$ cat src/rtl/mac_pkg.sv
// Shared constants and types for the parametrised MAC datapath.
// The stage-1 record is sized for the widest supported product and is zero-extended.
package mac_pkg;

    localparam int DEF_DATA_W = 4;
    localparam int DEF_ACC_W  = 16;
    localparam int DEF_LEN    = 8;

    // Upper bound on 2*DATA_W so the stage-1 record can live in the package.
    localparam int MAX_PROD_W = 64;

    function automatic int cnt_width(input int len);
        return (len > 1) ? $clog2(len) : 1;
    endfunction

    typedef struct packed {
        logic [MAX_PROD_W-1:0] product;
        logic                  valid;
        logic                  last;
    } s1_rec_t;

endpackage

$ cat src/rtl/mac_mult_stage.sv
// Combinational unsigned DATA_W x DATA_W multiplier used by the MAC product stage.
// Kept separate so array or tree implementations can be dropped in later.
module mac_mult_stage
    import mac_pkg::*;
#(
    parameter int DATA_W = DEF_DATA_W
) (
    input  logic [DATA_W-1:0]   a,
    input  logic [DATA_W-1:0]   b,
    output logic [2*DATA_W-1:0] p
);

    assign p = {{DATA_W{1'b0}}, a} * {{DATA_W{1'b0}}, b};

endmodule

$ cat src/rtl/param_mac_unit.sv
// Pipelined dot-product MAC: product register, accumulator, valid/ready result register.
// Define MAC_SAT_EN to clamp on overflow; otherwise results wrap modulo 2^ACC_W.
module param_mac_unit
    import mac_pkg::*;
#(
    parameter int DATA_W = DEF_DATA_W,
    parameter int ACC_W  = DEF_ACC_W,
    parameter int LEN    = DEF_LEN
) (
    input  logic              clk,
    input  logic              rst,
    input  logic              in_valid,
    output logic              in_ready,
    input  logic [DATA_W-1:0] a,
    input  logic [DATA_W-1:0] b,
    input  logic              clr,
    output logic              out_valid,
    input  logic              out_ready,
    output logic [ACC_W-1:0]  out_acc,
    output logic              out_ovf
);

    localparam int CNT_W  = cnt_width(LEN);
    localparam int PROD_W = 2 * DATA_W;
    localparam int SUM_W  = ((ACC_W > MAX_PROD_W) ? ACC_W : MAX_PROD_W) + 1;
    localparam logic [CNT_W-1:0] LAST_IDX = CNT_W'(LEN - 1);

    if (ACC_W < 2 * DATA_W) begin : g_acc_w_check
        $error("param_mac_unit: ACC_W must be at least 2*DATA_W");
    end
    if (LEN < 1) begin : g_len_check
        $error("param_mac_unit: LEN must be at least 1");
    end
    if (PROD_W > MAX_PROD_W) begin : g_prod_w_check
        $error("param_mac_unit: 2*DATA_W exceeds MAX_PROD_W");
    end

    logic              stall;
    logic              accept;
    logic              is_last;
    logic              fire;
    logic [CNT_W-1:0]  cnt;
    logic [PROD_W-1:0] prod;
    s1_rec_t           s1;
    logic [ACC_W-1:0]  acc_q;
    logic              ovf_q;
    logic [SUM_W-1:0]  sum;
    logic              sum_ovf;
    logic [ACC_W-1:0]  acc_next;
    logic              ovf_next;

    // A held result freezes the whole pipe; clr wins over any new beat.
    assign stall    = out_valid && !out_ready;
    assign in_ready = !clr && !stall;
    assign accept   = in_valid && in_ready;
    assign is_last  = (cnt == LAST_IDX);
    assign fire     = s1.valid && !stall && !clr;

    mac_mult_stage #(
        .DATA_W (DATA_W)
    ) u_mult (
        .a (a),
        .b (b),
        .p (prod)
    );

    always_ff @(posedge clk) begin
        if (rst || clr) begin
            cnt <= '0;
        end else if (accept) begin
            cnt <= is_last ? '0 : cnt + 1'b1;
        end
    end

    always_ff @(posedge clk) begin
        if (rst || clr) begin
            s1 <= '0;
        end else if (!stall) begin
            s1.valid   <= accept;
            s1.last    <= is_last;
            s1.product <= MAX_PROD_W'(prod);
        end
    end

    // Any bit at or above ACC_W in the wide sum means this term overflowed.
    always_comb begin
        sum      = {{(SUM_W-ACC_W){1'b0}}, acc_q} + {{(SUM_W-MAX_PROD_W){1'b0}}, s1.product};
        sum_ovf  = |sum[SUM_W-1:ACC_W];
        ovf_next = ovf_q | sum_ovf;
`ifdef MAC_SAT_EN
        acc_next = sum_ovf ? '1 : sum[ACC_W-1:0];
`else
        acc_next = sum[ACC_W-1:0];
`endif
    end

    always_ff @(posedge clk) begin
        if (rst || clr) begin
            acc_q <= '0;
            ovf_q <= 1'b0;
        end else if (fire) begin
            if (s1.last) begin
                acc_q <= '0;
                ovf_q <= 1'b0;
            end else begin
                acc_q <= acc_next;
                ovf_q <= ovf_next;
            end
        end
    end

    // A completing block reloads the register even while the old result is being taken.
    always_ff @(posedge clk) begin
        if (rst) begin
            out_valid <= 1'b0;
            out_acc   <= '0;
            out_ovf   <= 1'b0;
        end else if (fire && s1.last) begin
            out_valid <= 1'b1;
            out_acc   <= acc_next;
            out_ovf   <= ovf_next;
        end else if (out_valid && out_ready) begin
            out_valid <= 1'b0;
        end
    end

endmodule

$ cat config.mk
export PLATFORM = sky130hd
export DESIGN_NAME = param_mac_unit
export DESIGN_NICKNAME = d
export VERILOG_FILES = /design/src/rtl/mac_pkg.sv /design/src/rtl/mac_mult_stage.sv /design/src/rtl/param_mac_unit.sv
export SDC_FILE = /design/constraint.sdc
export NUM_CORES = 1
export LEC_CHECK = 0
export ABC_AREA = 1
export CAP_MARGIN = 40
export CORE_ASPECT_RATIO = 0.6
export CORE_MARGIN = 3
export CORE_UTILIZATION = 42
export DETAILED_ROUTE_END_ITERATION = 10
export GPL_TIMING_DRIVEN = 1
export MAX_ROUTING_LAYER = met4
export PLACE_DENSITY = 0.66
export SLEW_MARGIN = 20
export SYNTH_ARGS = -nofsm -noshare
export SYNTH_HDL_FRONTEND = slang
export SYNTH_SLANG_ARGS = --single-unit
$ cat constraint.sdc
create_clock -name clk -period 2.8 [get_ports clk]
set_input_delay 0.56 -clock clk [delete_from_list [all_inputs] [get_ports clk]]
set_output_delay 0.56 -clock clk [all_outputs]
set_load 0.01 [all_outputs]
==> results.py, run 1 <==
metrics = {
    "run_status": {
        "status": "finished clean",
    },
    "timing": {
        "fmax_mhz": 376,
        "worst_pin_slew_ns": 0.462,
        "maxSlewViolCount": 0,
        "clock_skew_ns": 0.00440,
        "finalHoldViolCount": 0,
        "rsz0062_at_grt": "false",
        "max_slew_margin": 0.691,
        "fin_crit_sh": 0.950,
        "setup_viol": 0,
        "setup_ws_ns": 0.140,
        "period_needed_ns": 2.66,
    },
    "route": {
        "wire_per_inst_microns": 13.1,
        "firstDrtPassIters": 4,
        "vias_per_cell": 5.01,
        "drc": 0,
        "antenna_left": 0,
        "wl_microns": 7350,
        "vias": 2802,
        "drt_iter0_drc": 160,
    },
    "placed_design": {
        "finalWeightedCongestion": 0.963,
        "place_ws_ns": -0.630,
        "portBuffers": 31,
        "dp_hpwl_microns": 5730,
    },
    "clock_network": {
        "cts_sinks": 48,
        "h-tree-depth": 2,
        "cts_buffers": 5,
        "root_buffer": "clkbuf_16",
        "insertion_delay_ns": 0.29,
        "holdBufCountCts": 0,
        "cts_tree": "yes",
        "clk_path_buf_depth": 2,
        "clkTransAtPathRegs_ns": 0.06,
    },
    "yosys": {
        "ys_types": 32,
        "netlist_instances": 426,
        "yosys.area.top_type": "dfxtp_1",
        "postSynthAreaPerCell_sq_um": 7.05,
        "yosysMostFrequentCell": "nand2_1",
        "synth-seq-area-share": 0.320,
        "synth-edff-count": 0,
        "postSynth.asyncResetShare": 0,
        "netlist_area_sq_um": 3000,
        "yosysTopAreaCellShare": 0.320,
        "ys.flop_type": "dfxtp_1",
        "synth_common_cells": "122 x nand2_1, 69 x inv_1, 48 x dfxtp_1",
        "ys_warn_count": 0,
        "synth-seq-cells": 48,
        "synth.area.top_cells": "dfxtp_1 32%, nand2_1 15%, ha_1 9.2%",
        "synth_nets": 466,
    },
    "floorplanning": {
        "core_sq_um": 6790,
        "die_h_microns": 71.5,
        "io_pins": 32,
        "rows": 23,
        "die_area_sq_um": 8230,
        "initial_core_util": 0.442,
        "die_width_microns": 115,
    },
    "worst_setup_path": {
        "r2r_slack_ns": 0.81,
        "startpoint": "b[3]",
        "cp_max_fo": 2,
        "reg2regPathDepth": 11,
        "worst-endpoint-arrival_ns": 2.84,
        "required_ns": 2.98,
        "cp-endpoint": "s1[8]",
        "cp-start-kind": "input port",
        "critical_path_class": "input port to flop",
        "r2r-end": "out_acc[8]",
        "cp-end-kind": "flop",
        "reg2reg_from": "s1[2]",
    },
    "global_route": {
        "antenna_found_initial": 0,
        "grt_pass1_wl_microns": 12600,
        "grt.overflow.total": 0,
        "grt_pass1_vias": 2670,
        "grt_max_degree": 28,
        "track_usage": 0.198,
    },
    "run": {
        "cap_viol_max_count": 0,
    },
    "min_path": {
        "hold_path.class": "flop to flop",
    },
    "finish": {
        "antenna_cells": 0,
        "nets": 511,
        "drive_gt1_frac": 0.0847,
        "areaGrowthSynthToFinish_pct": 23.0,
        "post-route-util": 0.544,
    },
    "power": {
        "cellPowerDensity_nw_per_um2": 432,
        "vdd_ir_drop_max_uv": 391,
        "power.static_leakage_nw": 1.86,
    },
}
==> routing by layer <==
layer  GRT usage  vias to the layer above  part of all wire
li1            -                     1440                 -
met1       0.298                     1278              0.54
met2       0.275                       82              0.40
met3      0.0388                        2             0.063
met4      0.0378                        0            0.0030
met5           -                        -                 0
==> layout make-up <==
cell class                      count  area [sq um]
Clock buffer                        5           125
Clock inverter                      3          46.3
Fill cell                         637          3100
Inverter                           71           267
Multi-Input combinational cell    298          1750
Sequential cell                    48           961
Tap cell                           87           109
Timing Repair Buffer               47           430
==> cells in the final DEF (no fill, tap or decap), types with 2 or more instances in the layout <==
| master | n |
|---|---|
| dlygate4sd2_1 | 4 |
| fa_2 | 2 |
| nand2_1 | 122 |
| o21a_1 | 7 |
| nand4_1 | 2 |
| nor2_8 | 3 |
| ha_4 | 2 |
| dlymetal6s2s_1 | 2 |
| o21ai_0 | 20 |
| inv_2 | 3 |
| xor2_1 | 8 |
| clkbuf_16 | 5 |
| dfxtp_1 | 48 |
| o21ai_2 | 2 |
| a21oi_1 | 33 |
| ha_1 | 20 |
| nand3_1 | 30 |
| nand3b_1 | 3 |
| buf_4 | 16 |
| nor2_1 | 22 |
| inv_1 | 67 |
| xnor2_1 | 2 |
| fa_1 | 3 |
| o21bai_1 | 7 |
| or2_1 | 2 |
| clkdlybuf4s50_1 | 25 |
==> cell families after synthesis <==
kind of cell | after synthesis | synth area share
AND/OR/NAND/NOR | 189 | 0.283
buffers and inverters | 80 | 0.107
AO/OA/AOI/OAI | 72 | 0.135
adder cells (fa/ha/maj) | 27 | 0.125
flip-flops | 48 | 0.320
XOR/XNOR | 10 | 0.0292
==> worst min-delay path by stage <==
stage | startpoint | endpoint | slack, ns | cells past startpoint
floorplan | cnt[1] | cnt[1] | 0.44 | 2
global placement | acc_q[0] | acc_q[0] | 0.46 | 2
detailed placement | cnt[1] | cnt[1] | 0.46 | 2
CTS | cnt[1] | cnt[1] | 0.47 | 2
global route | cnt[1] | cnt[1] | 0.49 | 2
finish | acc_q[5] | acc_q[5] | 0.47 | 2
==> stage by stage <==
stage	setup TNS (ns)	cells	hold slack, ns	area (sq um)	total power, mW
CTS	0	559	0.473	3690	1.61
finish	0	559	0.472	3690	1.60
global route	0	559	0.485	3690	1.66
global placement	-1.96	551	0.455	3490	0.899
detailed placement	-2.39	551	0.462	3490	0.906
floorplan	0	426	0.445	3000	0.824
==> power breakdown <==
group / switching [mW] / internal [mW] / total [mW]
clock network: 0.267 / 0.425 / 0.691
logic: 0.110 / 0.0972 / 0.208
registers: 0.00587 / 0.692 / 0.697
==> worst max-delay path, cell delays in order <==
cell	delay, ns
dlygate4sd2_1	0.22
nand2_1	0.07
fa_1	0.55
inv_2	0.05
fa_2	0.58
inv_2	0.04
fa_2	0.38
o21ai_2	0.15
xor2_1	0.07
o21bai_1	0.12
inv_1	0.05
==> what timing repair did <==
item,in CTS,in global routing
gates resized for setup,10,4
buffers inserted,0,0
endpoints found under the setup margin,5,4
pin swaps,6,6
==> state kept, by name (all words and copies together), names as in the netlist <==
name / cells
acc_q: 16
cnt: 3
out_acc: 16
out_ovf: 1
out_valid: 1
ovf_q: 1
s1: 10
Note: power is estimated with default switching activity, not from simulation.
==> run 2: changes to the inputs <==
--- a/config.mk
+++ b/config.mk
@@ -14,6 +14,7 @@
 export GPL_TIMING_DRIVEN = 1
 export MAX_ROUTING_LAYER = met4
 export PLACE_DENSITY = 0.66
+export SKIP_LAST_GASP = 1
 export SLEW_MARGIN = 20
 export SYNTH_ARGS = -nofsm -noshare
 export SYNTH_HDL_FRONTEND = slang
==> results of run 2 <==
The final DEF is identical to that of run 1; final timing and power are the same.
==> run 3: changes to the inputs <==
--- a/config.mk
+++ b/config.mk
@@ -6,6 +6,7 @@
 export NUM_CORES = 1
 export LEC_CHECK = 0
 export ABC_AREA = 1
+export ABC_CLOCK_PERIOD_IN_PS = 2800
 export CAP_MARGIN = 40
 export CORE_ASPECT_RATIO = 0.6
 export CORE_MARGIN = 3
==> results of run 3 <==
The final DEF is identical to that of run 1; final timing and power are the same.
